<file path="src/rtl/regfile_write_arbiter.sv">
// Round-robin arbiter for the register bank's single write port, shared by the
// ALU (A) and load (B) writeback paths. It also holds the pending-write
// scoreboard that the issue stage uses for RAW checks and WAW stalls.
module regfile_write_arbiter #(
    parameter int DATA_W = 32,
    parameter int ADDR_W = 4,
    parameter int NREG   = 16
) (
    input  logic              clk,
    input  logic              reset,
    input  logic              req_a_valid,
    input  logic [ADDR_W-1:0] req_a_rd,
    input  logic [DATA_W-1:0] req_a_data,
    output logic              req_a_ready,
    input  logic              req_b_valid,
    input  logic [ADDR_W-1:0] req_b_rd,
    input  logic [DATA_W-1:0] req_b_data,
    output logic              req_b_ready,
    output logic              wr_en,
    output logic [ADDR_W-1:0] wr_rd,
    output logic [DATA_W-1:0] wr_data,
    input  logic              issue_valid,
    input  logic [ADDR_W-1:0] issue_rd,
    output logic              issue_stall,
    input  logic [ADDR_W-1:0] chk_rs,
    input  logic [ADDR_W-1:0] chk_rt,
    output logic              busy_rs,
    output logic              busy_rt,
    output logic [NREG-1:0]   busy_vec
);

    typedef enum logic {
        LAST_A = 1'b0,
        LAST_B = 1'b1
    } last_t;

    last_t           last_grant;
    logic            grant_a;
    logic            grant_b;
    logic            issue_ok;
    logic [NREG-1:0] busy_next;

    // Grant: a lone requester wins; on a tie the one not granted last wins.
    always_comb begin
        grant_a = 1'b0;
        grant_b = 1'b0;
        if (!reset) begin
            if (req_a_valid && (!req_b_valid || last_grant == LAST_B)) begin
                grant_a = 1'b1;
            end else if (req_b_valid) begin
                grant_b = 1'b1;
            end
        end
    end

    assign req_a_ready = grant_a;
    assign req_b_ready = grant_b;

    assign issue_stall = issue_valid & busy_vec[issue_rd];
    assign issue_ok    = issue_valid & ~busy_vec[issue_rd];
    assign busy_rs     = busy_vec[chk_rs];
    assign busy_rt     = busy_vec[chk_rt];

    // Next scoreboard: clears from accepted writes first, so an issue set on the same register wins.
    always_comb begin
        busy_next = busy_vec;
        if (grant_a) begin
            busy_next[req_a_rd] = 1'b0;
        end
        if (grant_b) begin
            busy_next[req_b_rd] = 1'b0;
        end
        if (issue_ok) begin
            busy_next[issue_rd] = 1'b1;
        end
    end

    // Register the write port, the round-robin pointer and the scoreboard.
    always_ff @(posedge clk) begin
        if (reset) begin
            wr_en      <= 1'b0;
            wr_rd      <= '0;
            wr_data    <= '0;
            busy_vec   <= '0;
            last_grant <= LAST_B;
        end else begin
            wr_en    <= grant_a | grant_b;
            busy_vec <= busy_next;
            if (grant_a) begin
                wr_rd      <= req_a_rd;
                wr_data    <= req_a_data;
                last_grant <= LAST_A;
            end else if (grant_b) begin
                wr_rd      <= req_b_rd;
                wr_data    <= req_b_data;
                last_grant <= LAST_B;
            end
        end
    end

endmodule

</file>
<file path="config.mk">
export PLATFORM = sky130hd
export DESIGN_NAME = regfile_write_arbiter
export DESIGN_NICKNAME = d
export VERILOG_FILES = /design/src/rtl/regfile_write_arbiter.sv
export SDC_FILE = /design/constraint.sdc
export NUM_CORES = 1
export LEC_CHECK = 0
export ABC_AREA = 1
export CAP_MARGIN = 20
export CORE_AREA = 3 3 91 93
export CTS_CLUSTER_DIAMETER = 50
export DETAILED_ROUTE_END_ITERATION = 10
export DIE_AREA = 0 0 94 96
export PLACE_DENSITY = 0.82
export SETUP_SLACK_MARGIN = 0.15
export SLEW_MARGIN = 20
export SYNTH_ARGS = -nofsm -noshare
export SYNTH_HDL_FRONTEND = slang
export SYNTH_SLANG_ARGS = --single-unit
</file>
<file path="constraint.sdc">
create_clock -name clk -period 1.4 [get_ports clk]
set_input_delay 0.28 -clock clk [delete_from_list [all_inputs] [get_ports clk]]
set_output_delay 0.28 -clock clk [all_outputs]
set_load 0.005 [all_outputs]
</file>
==> results.yml <==
die:
  rows: 32
  die-height_um: 96
  floorplan.io_pins: 147
  core_area_um2: 7610
  die_w_um: 94
  die_area_um2: 9020
  initial_utilization_pct: 41.6
logic_synthesis:
  synthesis.nets: 551
  synthesis.instances: 462
  synth_cell_types: 31
  yosysWarnings: 0
  ys_seq_elements: 54
  yosys_top_cell_area_share_pct: 34.2
  ys_top_cells_by_area: "dfxtp_1 (34%), nand2_1 (15%), a31oi_1 (7.9%), o21ai_1 (6.2%), o21ai_0 (4.9%)"
  yosysTopAreaCell: "dfxtp_1"
  synth_area_per_cell_um2: 6.85
  seq_area_frac_synth_pct: 34.2
  syn-cell-area_um2: 3160
clock_tree:
  cts-htree-levels: 2
  cts_tree: "yes"
  clk_transition_reported_paths_ns: 0.11
  clk_latency_ns: 0.31
  cts.sink_count: 54
  numCtsBuffers: 5
  hold_bufs_inserted_after_cts: 0
  clockBufferDepth: 2
  clockRootBuffer: "clkbuf_8"
final_layout:
  final_net_count: 791
  post_layout_nonfiller_instances: 805
  flow.area_growth_from_synthesis_pct: 96.2
  nFillCells: 421
  drive_gt1_share_pct: 42.1
  antennaDiodeCount: 0
setup_path:
  crit_path_launch_type: "flip-flop"
  critical_path_peak_fanout: 2
  slowest_stage: "dfxtp_2"
  crit_required_ns: 1.12
  timing.setup.critical_path_class: "reg -> out"
  end_kind: "primary output"
  worstPathCellList: "buf_6, buf_6, o21ai_2, a21oi_1, o221ai_1, nand2_1, buf_2"
  critical_path_buf_inv_count: 3
  critPathTopFamily: "buffers and inverters"
  stage_delay_of_the_slowest_cell_on_the_critical_path_ns: 0.35
  cp.arrival_ns: 1.41
  critPathMostFrequentCell: "buf_6"
grt:
  antenna_found_initial: 0
  largest_net_degree_at_the_start_of_global_routing: 37
  grt.overflow.total: 0
  grt_first_pass_wirelength_um: 21500
  grt_pass1_vias: 4471
  grt.total_usage_pct: 30.1
sta:
  fmax_ghz: 0.591
  report.final.hold_viol_count: 0
  final-setup-viol-count: 50
  final_critical_path_required_period_ns: 1.69
  period_share_pct: 121
  finalClockSkew_ns: 0.00625
  final.setup.tns_ns: -3.83
  setup_slack_ns: -0.292
  relSlewSlack_pct: 71.0
  grt_setup_unrepaired: "yes"
  timing.final.max_slew_violations: 0
  slew_at_the_pin_closest_to_its_max_slew_limit_ns: 0.435
pwr:
  internal_power_component_mw: 3.23
  pwr-share-seq_pct: 38.0
  power_frac_clock_pct: 29.1
  p_leak_nw: 2.74
  power.combinational.fraction_pct: 32.9
  power_mw: 4.61
  power.density_cell_area_nw_per_um2: 742
  p_sw_share_pct: 29.8
  power.ir.vdd_worst_uv: 629
  reported_net_switching_power_mw: 1.37
job:
  cap_viol_max_count: 0
placement:
  place_hpwl_um: 8530
  gp_congestion: 1.05
  dpl.cell_count: 753
  io_buffers: 146
status:
  outcome: "finished with violations"
  violations: "negative setup slack"
hold_path:
  hold_path.class: "in -> reg"
route:
  detail_route.wl_per_cell_um: 19.0
  antenna_left: 0
  finalWirelength_um: 15300
  route.detailed.drc: 0
  num_vias: 4568
  avgViaCountPerCell: 5.67
  detail_route.iter0.violations: 280
  first_pass_iteration_count_of_the_detailed_router: 5
[worst min-delay path, delay by kind of cell]
| family | cells | cell delay (ns) |
|---|---|---|
| buffers and inverters | 1 | 0.39 |
| AOI/OAI and AO/OA | 1 | 0.07 |
| and+or+nand+nor | 1 | 0.06 |
[cell families (layout without fill, tap and decap cells)]
logic type / Yosys count / after routing / synth area share (%)
buffers and inverters: 64 / 304 / 10.2
AO/OA/AOI/OAI: 160 / 160 / 29.2
flip-flops: 54 / 54 / 34.2
AND/OR/NAND/NOR: 184 / 185 / 26.5
[power groups by stage]
stage,Sequential (mW),Combinational [mW],Clock (mW)
after floorplan,1.75,0.440,0
after CTS,1.73,1.37,1.30
after global routing,1.76,1.60,1.40
after global placement,1.74,1.12,0
after detailed placement,1.74,1.14,0
final,1.75,1.52,1.34
[placed cells by master, fill, tap and decap left out, types with 2 or more instances in the layout]
| cell | netlist | final |
|---|---|---|
| nand2_1 | 124 | 109 |
| nand3_2 | 9 | 9 |
| dfxtp_4 | 0 | 3 |
| inv_1 | 31 | 24 |
| inv_4 | 2 | 2 |
| buf_8 | 1 | 2 |
| dfxtp_1 | 54 | 9 |
| nand2_4 | 1 | 3 |
| nor2_8 | 2 | 2 |
| o21ai_0 | 31 | 18 |
| buf_2 | 4 | 13 |
| buf_6 | 5 | 49 |
| nand3_1 | 12 | 12 |
| dlygate4sd2_1 | 0 | 40 |
| buf_4 | 6 | 56 |
| nand2_8 | 0 | 2 |
| o21ai_2 | 0 | 37 |
| a21boi_0 | 2 | 2 |
| clkdlybuf4s15_1 | 0 | 5 |
| a21oi_2 | 9 | 12 |
| inv_8 | 0 | 2 |
| a31oi_1 | 40 | 38 |
| clkbuf_2 | 0 | 4 |
| o221ai_1 | 2 | 2 |
| clkbuf_8 | 0 | 6 |
| nor2_2 | 0 | 2 |
| nor2_1 | 29 | 27 |
| o21ai_1 | 39 | 11 |
| dfxtp_2 | 0 | 42 |
| clkdlybuf4s50_1 | 0 | 78 |
| inv_2 | 4 | 9 |
| bufinv_16 | 0 | 2 |
| a31oi_4 | 0 | 2 |
| o211ai_1 | 4 | 4 |
| nand2_2 | 4 | 16 |
| buf_12 | 0 | 5 |
| a21oi_1 | 30 | 26 |
| o21ai_4 | 1 | 5 |
| buf_16 | 0 | 6 |
[cell usage after synthesis, drive strengths merged]
master  number
a211oi       1
o211ai       4
o221ai       2
nand2      129
a21boi       3
a31oi       40
clkbuf       9
buf         17
nand3       22
inv         37
dfxtp       54
nor3         2
nor2        31
o21ai       71
clkinv       1
a21oi       39
[routing by layer]
metal / up-vias / wire length, um / track usage (%)
li1: 2052 / - / -
met1: 2142 / 5260 / 32.1
met2: 300 / 7880 / 54.6
met3: 74 / 1190 / 6.80
met4: 0 / 967 / 17.6
met5: - / 0 / 0
[state kept, by name, summed over array words and instances, names as in the netlist]
register and flops:
wr_en 1, wr_data 32, wr_rd 4, last_grant 1
busy_vec 16
[area by class of cell]
class / instances / area (um2) / share of cell area [%]
repair buffers: 258 / 2530 / 40.8
multi-input cells: 345 / 2100 / 33.8
flip-flops and latches: 54 / 1140 / 18.4
inverters: 38 / 163 / 2.62
well taps: 102 / 128 / 2.06
clock buffers: 6 / 82.6 / 1.33
clock inverters: 2 / 60.1 / 0.968
[final timing paths]
check	start	to	slack, ns	cells after the start
max	busy_vec[14]$_SDFF_PP0_	busy_rs	-0.29	7
min	req_a_data[2]	wr_data[2]$_SDFFE_PP0P_	0.52	3
max reg2reg	last_grant$_SDFFE_PP1P_	busy_vec[3]$_SDFF_PP0_	-0.15	6
min reg2reg	wr_data[17]$_SDFFE_PP0P_	wr_data[17]$_SDFFE_PP0P_	0.53	2
[stage by stage]
stage	setup WS, ns	instance area, um2	hold slack, ns	utilization [%]
finish	-0.292	6210	0.521	81.6
CTS	-0.285	6030	0.516	79.3
global placement	-0.853	5120	0.503	67.4
floorplan	0.0634	3170	0.439	-
detailed placement	-0.873	5120	0.513	67.4
global route	-0.382	6210	0.521	81.6
[timing repair]
| item | CTS | global route |
|---|---|---|
| cloned | 12 | 0 |
| pin swaps | 32 | 18 |
| endpoints found under the setup margin | 112 | 80 |
| setup buffers | 28 | 4 |
| gates resized for setup | 293 | 59 |
(Power assumes the default switching activity.)
